<file path="src/rtl/peri_uart_pkg.sv">
// Shared types and constants for the peri_uart_tx peripheral and its serializer core.
package peri_uart_pkg;

  typedef enum logic [2:0] {
    ST_IDLE,
    ST_START,
    ST_DATA,
    ST_STOP,
    ST_DONE
  } uart_state_e;

  localparam int unsigned CTRL_SEND_BIT        = 0;
  localparam int unsigned DATA_BITS            = 8;
  localparam int unsigned DEFAULT_CLKS_PER_BIT = 1042;

endpackage

</file>
<file path="src/rtl/peri_uart_tx_core.sv">
// 8N1 serializer: FSM, baud counter and shift register. i_start is sampled while idle;
// o_done is high for the single DONE cycle after the stop bit.
module uart_tx_core
  import peri_uart_pkg::*;
#(
  parameter int unsigned CLKS_PER_BIT = DEFAULT_CLKS_PER_BIT
) (
  input  logic                 i_clk,
  input  logic                 i_reset,
  input  logic                 i_start,
  input  logic [DATA_BITS-1:0] i_byte,
  output logic                 o_done,
  output logic                 o_tx
);

  localparam int unsigned CW = (CLKS_PER_BIT > 1) ? $clog2(CLKS_PER_BIT) : 1;
  localparam int unsigned BW = $clog2(DATA_BITS);
  localparam logic [CW-1:0] LAST_CNT = CW'(CLKS_PER_BIT - 1);
  localparam logic [BW-1:0] LAST_BIT = BW'(DATA_BITS - 1);

  uart_state_e          r_state;
  logic [CW-1:0]        r_cnt;
  logic [BW-1:0]        r_bit;
  logic [DATA_BITS-1:0] r_shift;
  logic                 r_tx;
  logic                 r_done;
  logic                 w_tick;

  assign w_tick = (r_cnt == LAST_CNT);
  assign o_tx   = r_tx;
  assign o_done = r_done;

  // r_tx is loaded with the level of the state being entered so the line is registered.
  always_ff @(posedge i_clk) begin
    if (i_reset) begin
      r_state <= ST_IDLE;
      r_cnt   <= '0;
      r_bit   <= '0;
      r_shift <= '0;
      r_tx    <= 1'b1;
      r_done  <= 1'b0;
    end else begin
      r_done <= 1'b0;
      case (r_state)
        ST_IDLE: begin
          r_tx  <= 1'b1;
          r_cnt <= '0;
          if (i_start) begin
            r_shift <= i_byte;
            r_bit   <= '0;
            r_tx    <= 1'b0;
            r_state <= ST_START;
          end
        end
        ST_START: begin
          if (w_tick) begin
            r_cnt   <= '0;
            r_tx    <= r_shift[0];
            r_state <= ST_DATA;
          end else begin
            r_cnt <= r_cnt + 1'b1;
          end
        end
        ST_DATA: begin
          if (w_tick) begin
            r_cnt <= '0;
            if (r_bit == LAST_BIT) begin
              r_tx    <= 1'b1;
              r_state <= ST_STOP;
            end else begin
              r_shift <= r_shift >> 1;
              r_tx    <= r_shift[1];
              r_bit   <= r_bit + 1'b1;
            end
          end else begin
            r_cnt <= r_cnt + 1'b1;
          end
        end
        ST_STOP: begin
          if (w_tick) begin
            r_cnt   <= '0;
            r_done  <= 1'b1;
            r_state <= ST_DONE;
          end else begin
            r_cnt <= r_cnt + 1'b1;
          end
        end
        ST_DONE: begin
          r_state <= ST_IDLE;
        end
        default: begin
          r_tx    <= 1'b1;
          r_state <= ST_IDLE;
        end
      endcase
    end
  end

endmodule

</file>
<file path="src/rtl/peri_uart_tx.sv">
// Write-only UART transmit peripheral: data and control registers plus SEND handshake.
// Define PERI_UART_STATUS_EN to add the ctrl_o readback port (bit 0 = SEND / busy).
module peri_uart_tx
  import peri_uart_pkg::*;
#(
  parameter int unsigned CLKS_PER_BIT = DEFAULT_CLKS_PER_BIT
) (
  input  logic        clk_i,
  input  logic        reset_i,
  input  logic [31:0] data_i,
  input  logic        we_ctrl_uart_i,
  input  logic        we_data_uart_i,
`ifdef PERI_UART_STATUS_EN
  output logic [31:0] ctrl_o,
`endif
  output logic        uart_tx_o
);

  logic [DATA_BITS-1:0] r_data;
  logic                 r_send;
  logic                 w_set;
  logic                 w_done;
  logic                 w_unused_hi;

  assign w_set       = we_ctrl_uart_i & data_i[CTRL_SEND_BIT];
  assign w_unused_hi = ^data_i[31:DATA_BITS];

  // A set arriving in the DONE cycle wins over the clear, allowing a 2-cycle inter-frame gap.
  // Mid-frame sets are harmless since SEND is already 1 until DONE.
  always_ff @(posedge clk_i) begin
    if (reset_i) begin
      r_data <= '0;
      r_send <= 1'b0;
    end else begin
      if (we_data_uart_i) r_data <= data_i[DATA_BITS-1:0];
      if (w_set)          r_send <= 1'b1;
      else if (w_done)    r_send <= 1'b0;
    end
  end

`ifdef PERI_UART_STATUS_EN
  always_comb begin
    ctrl_o                = '0;
    ctrl_o[CTRL_SEND_BIT] = r_send;
  end
`endif

  uart_tx_core #(
    .CLKS_PER_BIT(CLKS_PER_BIT)
  ) u_core (
    .i_clk   (clk_i),
    .i_reset (reset_i),
    .i_start (r_send),
    .i_byte  (r_data),
    .o_done  (w_done),
    .o_tx    (uart_tx_o)
  );

endmodule

</file>
<file path="config.mk">
export PLATFORM = sky130hd
export DESIGN_NAME = peri_uart_tx
export DESIGN_NICKNAME = d
export VERILOG_FILES = /design/src/rtl/peri_uart_pkg.sv /design/src/rtl/peri_uart_tx_core.sv /design/src/rtl/peri_uart_tx.sv
export SDC_FILE = /design/constraint.sdc
export NUM_CORES = 1
export LEC_CHECK = 0
export ABC_CLOCK_PERIOD_IN_PS = 2200
export BUFFER_PORTS_ARGS = -buffer_cell sky130_fd_sc_hd__buf_4
export CORE_UTILIZATION = 51
export CTS_CLUSTER_DIAMETER = 30
export DETAILED_ROUTE_END_ITERATION = 12
export PLACE_DENSITY = 0.86
export SETUP_SLACK_MARGIN = 0.02
export SLEW_MARGIN = 25
export SYNTH_ARGS = -nofsm -noshare
export SYNTH_HDL_FRONTEND = slang
export SYNTH_SLANG_ARGS = --single-unit
</file>
<file path="constraint.sdc">
create_clock -name clk_i -period 2.2 [get_ports clk_i]
set_input_delay 0.11 -clock clk_i [delete_from_list [all_inputs] [get_ports clk_i]]
set_output_delay 0.11 -clock clk_i [all_outputs]
set_load 0.03 [all_outputs]
</file>
# After elaboration in Yosys (flattened, before gate mapping)
# Cells that the tools add are included.
[classes]
n_reduce_logical = 10
div_mod_pow = 0
order_cmp = 0
n_eq_ne = 12
bitwise_logic = 3
add_sub_neg = 2
shift = 0
multipliers = 0
muxes = 24
[op_table]
columns = ["op", "count"]
rows = [
  ["$mux W3", 8],
  ["$mux W8", 3],
  ["$pmux W11 S2", 1],
  ["$pmux W8 S2", 1],
  ["$pmux W3 S4", 1],
  ["$add A11 B1 Y11 const B", 1],
  ["$eq A11 B11 Y1 const B", 1],
  ["$mux W11", 1],
  ["$ne A2 B1 Y1 const B", 4],
  ["$mux W1", 7],
  ["$eq A3 B2 Y1 const B", 2],
  ["$eq A3 B3 Y1 const B", 2],
  ["$pmux W3 S2", 1],
  ["$reduce_bool A2 Y1", 3],
  ["$reduce_and A5 Y1", 1],
  ["$ne A2 B2 Y1 const B", 2],
  ["$pmux W1 S4", 1],
  ["$reduce_and A4 Y1", 1],
  ["$reduce_or A2 Y1", 2],
  ["$add A3 B1 Y3 const B", 1],
  ["$eq A3 B1 Y1 const B", 1],
  ["$logic_not A3 Y1", 1],
  ["$reduce_and A3 Y1", 1],
  ["$reduce_or A3 Y1", 1],
  ["other kinds (2)", 3],
]
[word_totals]
latch_bits = 0
n_memories = 0
out_inout_bits = 1
romBits = 0
elab_cells = 59
ff_bits = 36
ram_bits = 0

# Depth between registers and ports, before layout
# Gate-level depths: netlist (run 1).
[depth]
ltp_word = 4
mapped_depth = 7
depth_no_buf = 6

# Hierarchy
# A second synthesis (run 1) with hierarchy kept.
[hier_totals]
hier_cells = 171
hier_area_um2 = 1717.9
[by_module_without_submodules]
columns = ["mod", "cells_per_inst", "instances", "area_per_inst_um2"]
rows = [
  ["uart_tx_core", 141, 1, 1396.3],
  ["peri_uart_tx", 30, 1, 321.6],
]

# Least setup slack after synthesis (run 1)
# No wires, ideal clock.
[synth_path]
kind = "register -> register"
from = "register u_core.r_cnt[0]"
to = "register u_core.r_cnt[2]"
period_less_slack_ns = 1.608
n_path_buf = 0
slack_ns = 0.592
arrival_ns = 1.479
path_stages_with_launch = 6
t_required_ns = 2.071
cell_sequence = "dfxtp_1 ha_1 nor4b_4 a31oi_1 o21bai_1 nor2_1"
[synth_between]
elab_chain_cells = 3
word_cells_on_any_way = 4
classes_between = "add/sub (1); eq/ne (1); mux (2)"
[synth_lines]
columns = ["item", "line", "rtl"]
rows = [
  ["start: declaration", "peri_uart_tx_core.sv:22", "logic [CW-1:0] r_cnt;"],
  ["start signal: assignment", "peri_uart_tx_core.sv:61", "r_cnt <= r_cnt + 1'b1;"],
  ["start signal: assignment", "peri_uart_tx_core.sv:76", "r_cnt <= r_cnt + 1'b1;"],
  ["start signal: assignment", "peri_uart_tx_core.sv:85", "r_cnt <= r_cnt + 1'b1;"],
  ["$add A11 B1 Y11 / $eq A11 B11 Y1 (equally long branches)", "-", ""],
  ["$mux W11 *", "peri_uart_tx_core.sv:56, peri_uart_tx_core.sv:65, peri_uart_tx_core.sv:80", ""],
  ["$pmux W11 S2 *", "peri_uart_tx_core.sv:44", "case (r_state)"],
]
# Mark *: on every way between the ends. The rest lies on a longest branch, timed or not.
# A chain may end at the register's enable or synchronous reset.

# Worst setup path in the final report (run 1)
[layout_path]
from = "register u_core.r_cnt[0]"
to = "register u_core.r_shift[5]"
[layout_between]
elab_chain_cells = 3
[layout_lines]
columns = ["item", "line", "rtl"]
rows = [
  ["$eq A11 B11 Y1", "peri_uart_tx_core.sv:29", "assign w_tick = (r_cnt == LAST_CNT);"],
  ["$ne A2 B1 Y1 (no source line)", "-", ""],
  ["$reduce_and A4 Y1 (no source line)", "-", ""],
  ["end signal: assignment", "peri_uart_tx_core.sv:49", "r_shift <= i_byte;"],
  ["end signal: assignment", "peri_uart_tx_core.sv:71", "r_shift <= r_shift >> 1;"],
  ["end: declaration", "peri_uart_tx_core.sv:24", "logic [DATA_BITS-1:0] r_shift;"],
]
# No other way between the ends.

==> impl_metrics.tcl, run 1 <==
set metrics [dict create \
    switchingPower_w 0.000302 \
    numClockSinks 36 \
    power_per_cell_area_mw_per_mm2 640 \
    worst_ep_arrival_time_ns 2.14 \
    leakagePower_nw 0.720 \
    drtAntennaViolNets 0 \
    r2r_start "u_core.r_cnt[0]" \
    synthDistinctLibCells 43 \
    synthTopCellsByArea "dfxtp_1 (42%), mux2i_1 (8.7%), nor2_1 (5.2%)" \
    syn2layout_area_growth_pct 15.3 \
    ir_drop_uv 674 \
    io_buffers 12 \
    drcViolationCount 0 \
    min_path_cells 3 \
    r2r_cells 5 \
    synth-seq-area-share 0.418 \
    fmaxAchievable_mhz 532 \
    avgSynthCellArea_um2 9.16 \
    min_path_type "primary input to register" \
    synth.top_cell.area_share 0.418 \
    setup_viol 0 \
    core_mm2 0.00313 \
    cts_made_buffers 5 \
    worstHoldStart "data_i[0]" \
    maxSlewViolCount 0 \
    worst_pin_slew_ns 0.682 \
    worstSkewPairLatency_ns 0.34 \
    timing.final.crit_share 0.855 \
    grt_pass1_vias 1273 \
    die_h_um 60.1 \
    postSynthCellCount 188 \
    antenna_found_initial 0 \
    finalHoldViolCount 0 \
    viasPerCell 5.70 \
    yosys_warnings 0 \
    grt_max_degree 33 \
    run_status "finished, final reports clean" \
    clockPowerShare 0.362 \
    num_io_pins 37 \
    finalClockSkew_ns 0.00668 \
    cts_root_buf "clkbuf_4" \
    grt_use_total 0.213 \
    nets 246 \
    mostFrequentLayoutCell "dfxtp_1" \
    post-cts-setup-buffer-count 0 \
    hpwl_mm 2.32 \
    drtPass1Iterations 7 \
    syn_area_mm2 0.00172 \
    required_ns 2.46 \
    cts_tree "done" \
    worst-path-buf-inv 0 \
    diodes 0 \
    drtIter0Drc 36 \
    critPathCaptureType "register" \
    hold_buffers 6 \
    syn_nets 228 \
    slowest_delay_ns 0.47 \
    path_max_fanout 14 \
    fin_setup_tns_ns 0 \
    rsz0062_at_grt "false" \
    dieArea_mm2 0.00361 \
    r2r_setup_slack_ns 0.32 \
    slew_headroom 0.545 \
    gr-total-overflow 0 \
    placedCellCount 237 \
    wire_per_inst_um 13.3 \
    cts_resized 0 \
    crit_chain "ha_1, nor4b_4, a41o_2, a21oi_1, a311oi_1" \
    final_cells 251 \
    cp_top_family "compound AO/OA/AOI/OAI gates" \
    power.internal_w 0.000969 \
    start_util 0.551 \
    cp_slowest_cell "dfxtp_1" \
    cts_buffer_depth 2 \
    worstSetupPathType "register to register" \
    drive_gt1_frac 0.155 \
    clkTransAtPathRegs_ns 0.11 \
    drv_cap 0 \
    synth_top_area_cell "dfxtp_1" \
    std_cell_rows 20 \
    swShare 0.237 \
    routed_wl_mm 3.35 \
    startpoint "u_core.r_cnt[0]" \
    ys_ff_latch 36 \
    gp_congestion 0.794 \
    die_w_um 60.1 \
    final_cell_mix "dfxtp_1 (36), nor2_1 (23), mux2i_1 (15), buf_4 (15), a21oi_1 (12)" \
    startpoint_type "register" \
    htreeDepth 2 \
    vias 1430 \
    seqPwrFrac 0.546 \
    cp_num_cells 5 \
    grt_pass1_wl_mm 5.64 \
    post-route-min-period_ns 1.88 \
    comb_power_share 0.092 \
    final_util 0.635 \
]
## per-stage QoR
step	cell area, µm²	total power [W]	setup slack, ns	hold slack [ns]
after detailed placement	1840	0.000815	0.360	0.354
after global routing	1990	0.00133	0.171	0.0101
after global placement	1840	0.000812	0.400	0.342
after floorplan	1720	0.000781	0.592	0.246
final	1990	0.00127	0.320	0.0115
after CTS	1980	0.00128	0.334	0.00237
## kinds of logic (layout without fill, tap and decap cells)
group / after synthesis / in the layout / share of synthesized area
simple gates: 71 / 71 / 0.227
fa+ha+maj: 4 / 4 / 0.0290
mux: 15 / 15 / 0.0871
xor+xnor: 7 / 7 / 0.0356
buf+inv: 13 / 32 / 0.0334
compound gates: 42 / 42 / 0.169
flops: 36 / 36 / 0.418
## Yosys cell counts
cell type  number
o2111a_1        1
buf_2           1
a22oi_1         2
and4_1          1
inv_1           3
nand2_1        10
and3_1          2
nand3_2         1
nor3_1          5
o21ai_0         4
o21a_1          1
dfxtp_1        36
a21oi_1        12
a211oi_1        1
a21oi_2         1
a211o_1         2
and3_2          1
xor2_1          4
nand3_1         8
buf_6           1
a21o_1          1
o32ai_1         1
nor2_1         24
mux2i_1        15
clkbuf_1        6
or4_1           1
o211ai_1        1
a311oi_1        7
buf_1           2
or2_2           2
a41o_2          1
nor4_1          2
nand4b_1        1
a31oi_1         5
nand2b_1        1
a41oi_1         1
ha_1            4
nor2b_1         4
nor4b_4         2
nand4_1         4
o21bai_1        1
nand3b_1        2
xnor2_1         3
## final cells by class
class                      instances  area [µm²]
fill                             241        1140
multi-input combinational        139         947
sequential                        36         721
timing repair buffer              21         173
tap                               44        55.1
clock inverter                     3        42.5
clock buffer                       5        37.5
inverter                           3        11.3
## power groups by stage
stage / Combinational [W] / Clock (W) / Sequential, W
final: 0.000116 / 0.000460 / 0.000694
after global routing: 0.000129 / 0.000502 / 0.000698
after CTS: 0.000116 / 0.000472 / 0.000693
after detailed placement: 0.000107 / 0 / 0.000708
after global placement: 0.000104 / 0 / 0.000708
after floorplan: 0.0000768 / 0 / 0.000705
## layer usage
metal / track usage / routed length [µm] / up-vias
met5: 0 / 0 / -
met3: 0.0411 / 128 / 7
met1: 0.289 / 1630 / 655
li1: - / - / 732
met4: 0.126 / 65 / 0
met2: 0.311 / 1520 / 36
## path summary, 6_finish.rpt
check | endpoint
worst max-delay path | u_core.r_shift[5]
worst min-delay path | r_send
worst max register to register | u_core.r_shift[5]
worst min register to register | u_core.r_bit[1]
## flip-flops by register name (all words and copies together), names as in the netlist
signal,count
u_core.r_cnt,11
u_core.r_state,3
r_data,8
u_core.o_tx,1
u_core.r_bit,3
r_send,1
u_core.o_done,1
u_core.r_shift,8
## worst min-delay path, stage by stage
cell	delay, ns
buf_4	0.11
nand2_1	0.05
a21oi_1	0.05
Note: power is estimated with default switching activity, not from simulation.
==> inputs of run 2 (changes only) <==
--- a/config.mk
+++ b/config.mk
@@ -5,12 +5,14 @@
 export SDC_FILE = /design/constraint.sdc
 export NUM_CORES = 1
 export LEC_CHECK = 0
+export ABC_AREA = 1
 export ABC_CLOCK_PERIOD_IN_PS = 2200
 export BUFFER_PORTS_ARGS = -buffer_cell sky130_fd_sc_hd__buf_4
+export CORE_MARGIN = 5
 export CORE_UTILIZATION = 51
 export CTS_CLUSTER_DIAMETER = 30
 export DETAILED_ROUTE_END_ITERATION = 12
-export PLACE_DENSITY = 0.86
+export PLACE_DENSITY = 0.74
 export SETUP_SLACK_MARGIN = 0.02
 export SLEW_MARGIN = 25
 export SYNTH_ARGS = -nofsm -noshare
==> run 2 against run 1 <==
  * Clock power decreased by 14%
  * Power increased by 23%
  * Sequential power increased by 8.5%
  * Via count increased by 10%
  * Largest cell class unchanged
  * Highest routed layer unchanged
==> impl_metrics.tcl, run 2 <==
set metrics [dict create \
    syn2layout_area_growth_pct 12.1 \
    routed_wl_mm 3.54 \
    slowest_delay_ns 0.74 \
    worstSetupPathType "register to register" \
    hold_buffers 6 \
    seqPwrFrac 0.481 \
    largest_register "u_core.r_cnt" \
    drtAntennaViolNets 0 \
    synth.top_cell.area_share 0.399 \
    postSynthCellCount 248 \
    die_h_um 69.5 \
    yosysMostFrequentCell "nand2_1" \
    startpoint_type "register" \
    drtIter0Drc 111 \
    worst-path-buf-inv 1 \
    met2_usage 0.248 \
    switchingPower_w 0.000525 \
    comb_power_share 0.265 \
    drcViolationCount 0 \
    grt_pass1_wl_mm 6.13 \
    grt_pass1_vias 1431 \
    syn_nets 288 \
    drtPass1Iterations 4 \
    cts_resized 0 \
    largest_register_ffs 11 \
    maxSlewViolCount 0 \
    vias 1573 \
    ys_async_sr_fraction 0 \
    run_status "finished, final reports clean" \
    slew_headroom 0.579 \
    ff_latch_area_um2 721 \
    antenna_found_initial 0 \
    drv_cap 0 \
    start_util 0.533 \
    grt_busiest_layer "met2" \
    critPathCaptureType "register" \
    numClockSinks 36 \
    fin_setup_tns_ns 0 \
    setup_viol 0 \
    grt_use_total 0.156 \
    fmaxAchievable_mhz 577 \
    cts_root_buf "clkbuf_4" \
    fill_cells 312 \
    synth-edff-count 0 \
    use_met1 0.196 \
    path_max_fanout 14 \
    drive_gt1_frac 0.184 \
    core_mm2 0.00339 \
    cp_slowest_cell "dfxtp_1" \
    gr-total-overflow 0 \
    crit_chain "nor2_4, nand2_4, inv_4, nand2_4, nand2_4, a21oi_1, nor2_1" \
    nets 306 \
    num_io_pins 37 \
    leakagePower_nw 0.818 \
    mostFrequentLayoutCell "nand2_1" \
    min_path_type "primary input to register" \
    placed_area_mm2 0.00189 \
    post-route-min-period_ns 1.73 \
    io_buffers 12 \
    finalClockSkew_ns 0.0129 \
    synthTopCellsByArea "dfxtp_1 (40%), nand2_1 (11%), nor2_1 (7.5%)" \
    post-cts-setup-buffer-count 0 \
    power_per_cell_area_mw_per_mm2 773 \
    syn_area_mm2 0.00181 \
    die_w_um 69.5 \
    largest_registers "u_core.r_cnt: 11 flops, r_data: 8 flops, u_core.r_shift: 8 flops" \
    clkTransAtPathRegs_ns 0.10 \
    gp_congestion 0.830 \
    hpwl_mm 2.45 \
    synthDistinctLibCells 29 \
    synth_top_area_cell "dfxtp_1" \
    viasPerCell 5.04 \
    cts_made_buffers 5 \
    required_ns 2.44 \
    timing.final.crit_share 0.788 \
    synthTopCellsByCount "nand2_1 (52), dfxtp_1 (36), nor2_1 (36)" \
    synth-seq-area-share 0.399 \
    swShare 0.336 \
    cts_tree "done" \
    worstSkewPairLatency_ns 0.34 \
    yosys_warnings 0 \
    grt_max_degree 18 \
    clockPowerShare 0.254 \
    crit_path_frequent_cell "nand2_4" \
    design_area_mm2 0.00202 \
    cp_top_family "flip-flops" \
    wire_per_inst_um 11.3 \
    cts_buffer_depth 2 \
    finalHoldViolCount 0 \
    final_cell_mix "nand2_1 (52), nor2_1 (36), dfxtp_1 (36), nand3_1 (21), o21ai_0 (18)" \
    grt_util_met3 0.0362 \
    ys.flop_type "dfxtp_1" \
    avgSynthCellArea_um2 7.28 \
    dieArea_mm2 0.00483 \
    std_cell_rows 21 \
    worst_ep_arrival_time_ns 1.97 \
    ys_ff_latch 36 \
    worst_pin_slew_ns 0.631 \
    power.internal_w 0.00104 \
    htreeDepth 2 \
    rsz0062_at_grt "false" \
    diodes 0 \
    multi_input_area_um2 938 \
    ir_drop_uv 471 \
]
[run 2: cell types whose count changed after synthesis, sizes merged, moves of 7 or more]
cell,change
inv,+17
nand3,+13
o21ai,+15
a311oi,-7
nand2,+56
a21oi,+7
mux2i,-15
nor2,+14
[run 2: routing by layer]
layer / up-vias / part of all wire
met1: 706 / 0.48
met2: 23 / 0.46
met4: 0 / 0.013
li1: 840 / -
met5: - / 0
met3: 4 / 0.042
[run 2: final timing paths]
path,start,endpoint,slack [ns],depth (start not counted)
max reg2reg,u_core.r_state[2],u_core.r_bit[1],0.47,7
min reg2reg,r_data[7],r_data[7],0.47,2
min,data_i[0],r_send,0.02,3
max,u_core.r_state[2],u_core.r_bit[1],0.47,7
[run 2: power by group through the flow]
stage          logic (W)  registers (W)  clock network (W)
2_1_floorplan   0.000339       0.000774                  0
3_3_place_gp    0.000404       0.000765                  0
3_5_place_dp    0.000408       0.000767                  0
4_1_cts         0.000417       0.000753           0.000407
5_1_grt         0.000466       0.000764           0.000437
6_report        0.000415       0.000753           0.000397
[run 2: layout make-up]
cell class                      instances  share of cell area
Multi-Input combinational cell        183               0.464
Sequential cell                        36               0.356
Timing Repair Buffer                   19              0.0792
Inverter                               21              0.0402
Clock buffer                            7              0.0322
Tap cell                               46              0.0284
[run 2: stage by stage]
step                 util  hold slack, ns  setup slack (ns)  std cells  total power, W
floorplan               -           0.245             0.869        248         0.00111
global placement    0.557           0.331             0.523        298         0.00117
detailed placement  0.557           0.339             0.498        298         0.00118
CTS                 0.594         0.00477             0.490        311         0.00158
global route        0.597         0.00614             0.313        312         0.00167
finish              0.597          0.0172             0.467        312         0.00156
[run 2: cells by family (layout without fill, tap and decap cells)]
logic type | count (synthesis) | count (layout) | share of synthesized area
buffers and inverters | 29 | 47 | 0.0811
adder cells (fa/ha/maj) | 4 | 4 | 0.0277
AO/OA/AOI/OAI | 43 | 43 | 0.145
flip-flops | 36 | 36 | 0.399
AND/OR/NAND/NOR | 136 | 136 | 0.347
[run 2: worst register-to-register path, delay by kind of cell (launching register included)]
kind,cells,cell delay (ns)
compound gates,1,0.17
buf+inv,1,0.10
flops,1,0.74
simple gates,5,0.65
==> inputs of run 3 (changes only) <==
--- a/config.mk
+++ b/config.mk
@@ -5,8 +5,8 @@
 export SDC_FILE = /design/constraint.sdc
 export NUM_CORES = 1
 export LEC_CHECK = 0
-export ABC_AREA = 1
-export ABC_CLOCK_PERIOD_IN_PS = 2200
+export ABC_AREA = 0
+export ABC_CLOCK_PERIOD_IN_PS = 1800
 export BUFFER_PORTS_ARGS = -buffer_cell sky130_fd_sc_hd__buf_4
 export CORE_MARGIN = 5
 export CORE_UTILIZATION = 51
==> constraint.sdc (replaced) <==
create_clock -name clk_i -period 1.8 [get_ports clk_i]
set_input_delay 0.09 -clock clk_i [delete_from_list [all_inputs] [get_ports clk_i]]
set_output_delay 0.09 -clock clk_i [all_outputs]
set_load 0.03 [all_outputs]
==> run 3 against run 2 <==
  * Core utilization rose by 4.0 points
  * Wire length rose by 7.1%
  * Global-route usage rose by 2.6 points
  * Register-to-register slack got worse by 0.33 ns
  * Sequential share of layout area fell by 1.2 points
  * Cell area rose by 4.1%
  * Via count fell by 3.4%
  * Sequential cell count did not move
  * Clock-buffer cell count fell by 2
  * Cell count fell by 15%
  * Critical endpoint is now u_core.r_shift[6]
  * Largest cell class unchanged
==> impl_metrics.tcl, run 3 (synthesis gave the netlist of run 1 again) <==
set metrics [dict create \
    core_mm2 0.00331 \
    switchingPower_w 0.000374 \
    rsz0062_at_grt "false" \
    fmaxAchievable_mhz 602 \
    htreeDepth 2 \
    syn2layout_area_growth_pct 22.3 \
    drtAntennaViolNets 0 \
    cts_tree "done" \
    startpoint_type "register" \
    drtIter0Drc 121 \
    worstSkewPairLatency_ns 0.34 \
    clockPowerShare 0.358 \
    power_per_cell_area_mw_per_mm2 745 \
    largest_register_ffs 11 \
    dp_slack_ns 0.0414 \
    finalPower_w 0.00157 \
    comb_power_share 0.105 \
    cts_buffer_depth 2 \
    swShare 0.238 \
    vias 1519 \
    grt_pass1_wl_mm 6.32 \
    hpwl_mm 2.50 \
    grt_max_degree 33 \
    fin_setup_tns_ns 0 \
    slew_headroom 0.686 \
    seqPwrFrac 0.537 \
    worst_ep_arrival_time_ns 1.91 \
    drcViolationCount 0 \
    worst_pin_slew_ns 0.470 \
    worst_slack_ns 0.139 \
    num_io_pins 37 \
    nets 257 \
    antenna_found_initial 0 \
    gr-total-overflow 0 \
    gp_congestion 0.795 \
    dieArea_mm2 0.00464 \
    drv_cap 0 \
    post-route-min-period_ns 1.66 \
    r2r_cells 6 \
    ir_drop_uv 601 \
    finalHoldViolCount 0 \
    finalClockSkew_ns 0.00839 \
    numClockSinks 36 \
    drive_gt1_frac 0.202 \
    final_util 0.636 \
    cts_root_buf "clkbuf_4" \
    die_h_um 68.1 \
    viasPerCell 5.75 \
    leakagePower_nw 0.774 \
    final_cell_mix "dfxtp_1 (35), nor2_1 (24), buf_4 (23), mux2i_1 (15), a21oi_1 (12)" \
    critPathCaptureType "register" \
    min_path_type "primary input to register" \
    setup_viol 0 \
    run_status "finished, final reports clean" \
    min_path_cells 3 \
    largest_register "u_core.r_cnt" \
    path_max_fanout 7 \
    timing.final.crit_share 0.923 \
    wire_per_inst_um 14.3 \
    mostFrequentLayoutCell "dfxtp_1" \
    grt_pass1_vias 1428 \
    required_ns 2.05 \
    cts_made_buffers 5 \
    largest_registers "u_core.r_cnt: 11 flops, r_data: 8 flops, u_core.r_shift: 8 flops" \
    power.internal_w 0.00120 \
    maxSlewViolCount 0 \
    worstSetupPathType "register to register" \
    drtPass1Iterations 5 \
    routed_wl_mm 3.79 \
    std_cell_rows 21 \
    start_util 0.520 \
    diodes 0 \
    die_w_um 68.1 \
    io_buffers 12 \
    grt_use_total 0.182 \
    clkTransAtPathRegs_ns 0.11 \
]
-- run 3: layer usage --
layer,track usage,vias to the layer above,wire (µm)
met3,0.0591,4,173
li1,-,753,-
met5,0,-,0
met2,0.300,37,1890
met4,0.0670,0,36
met1,0.221,725,1680
-- run 3: worst max-delay path: stages, from the launching register on --
cell	delay, ns
dfxtp_1	0.34
ha_1	0.20
ha_1	0.25
nor2b_4	0.19
a41o_4	0.26
a21oi_1	0.08
a311oi_1	0.25
-- run 3: cell type report --
class,count,area (µm²)
Sequential cell,36,724
Timing Repair Buffer,31,253
Multi-Input combinational cell,140,981
Fill cell,300,1200
Tap cell,46,57.6
Clock buffer,5,37.5
Inverter,3,11.3
Clock inverter,3,42.5
-- run 3: path summary, 6_finish.rpt --
kind,startpoint,endpoint,slack (ns)
setup / recovery,u_core.r_bit[0],u_core.r_shift[6],0.14
hold / removal,we_ctrl_uart_i,r_send,0.02
setup reg to reg,u_core.r_bit[0],u_core.r_shift[6],0.14
hold reg to reg,r_data[7],u_core.r_shift[7],0.49
-- run 3: power by group through the flow --
stage	registers (W)	logic (W)	clock network [W]
after floorplan	0.000861	0.0000939	0
after global placement	0.000862	0.000136	0
after detailed placement	0.000863	0.000142	0
after CTS	0.000845	0.000156	0.000581
after global routing	0.000848	0.000181	0.000617
final	0.000844	0.000164	0.000563
-- run 3: through the flow --
| stage | instances | instance area (µm²) | hold slack (ns) |
|---|---|---|---|
| after floorplan | 188 | 1720 | 0.226 |
| after CTS | 261 | 2050 | 0.0100 |
| after detailed placement | 245 | 1890 | 0.336 |
| after global routing | 264 | 2110 | 0.0185 |
| final | 264 | 2110 | 0.0231 |
| after global placement | 245 | 1890 | 0.326 |
-- run 3: what timing repair did --
action	CTS	global route
pin swaps	1	2
endpoints found under the setup margin	1	10
cloned	0	1
hold endpoints to repair	8	0
hold buffers	8	0
buffers inserted	0	2
resized for setup	0	8
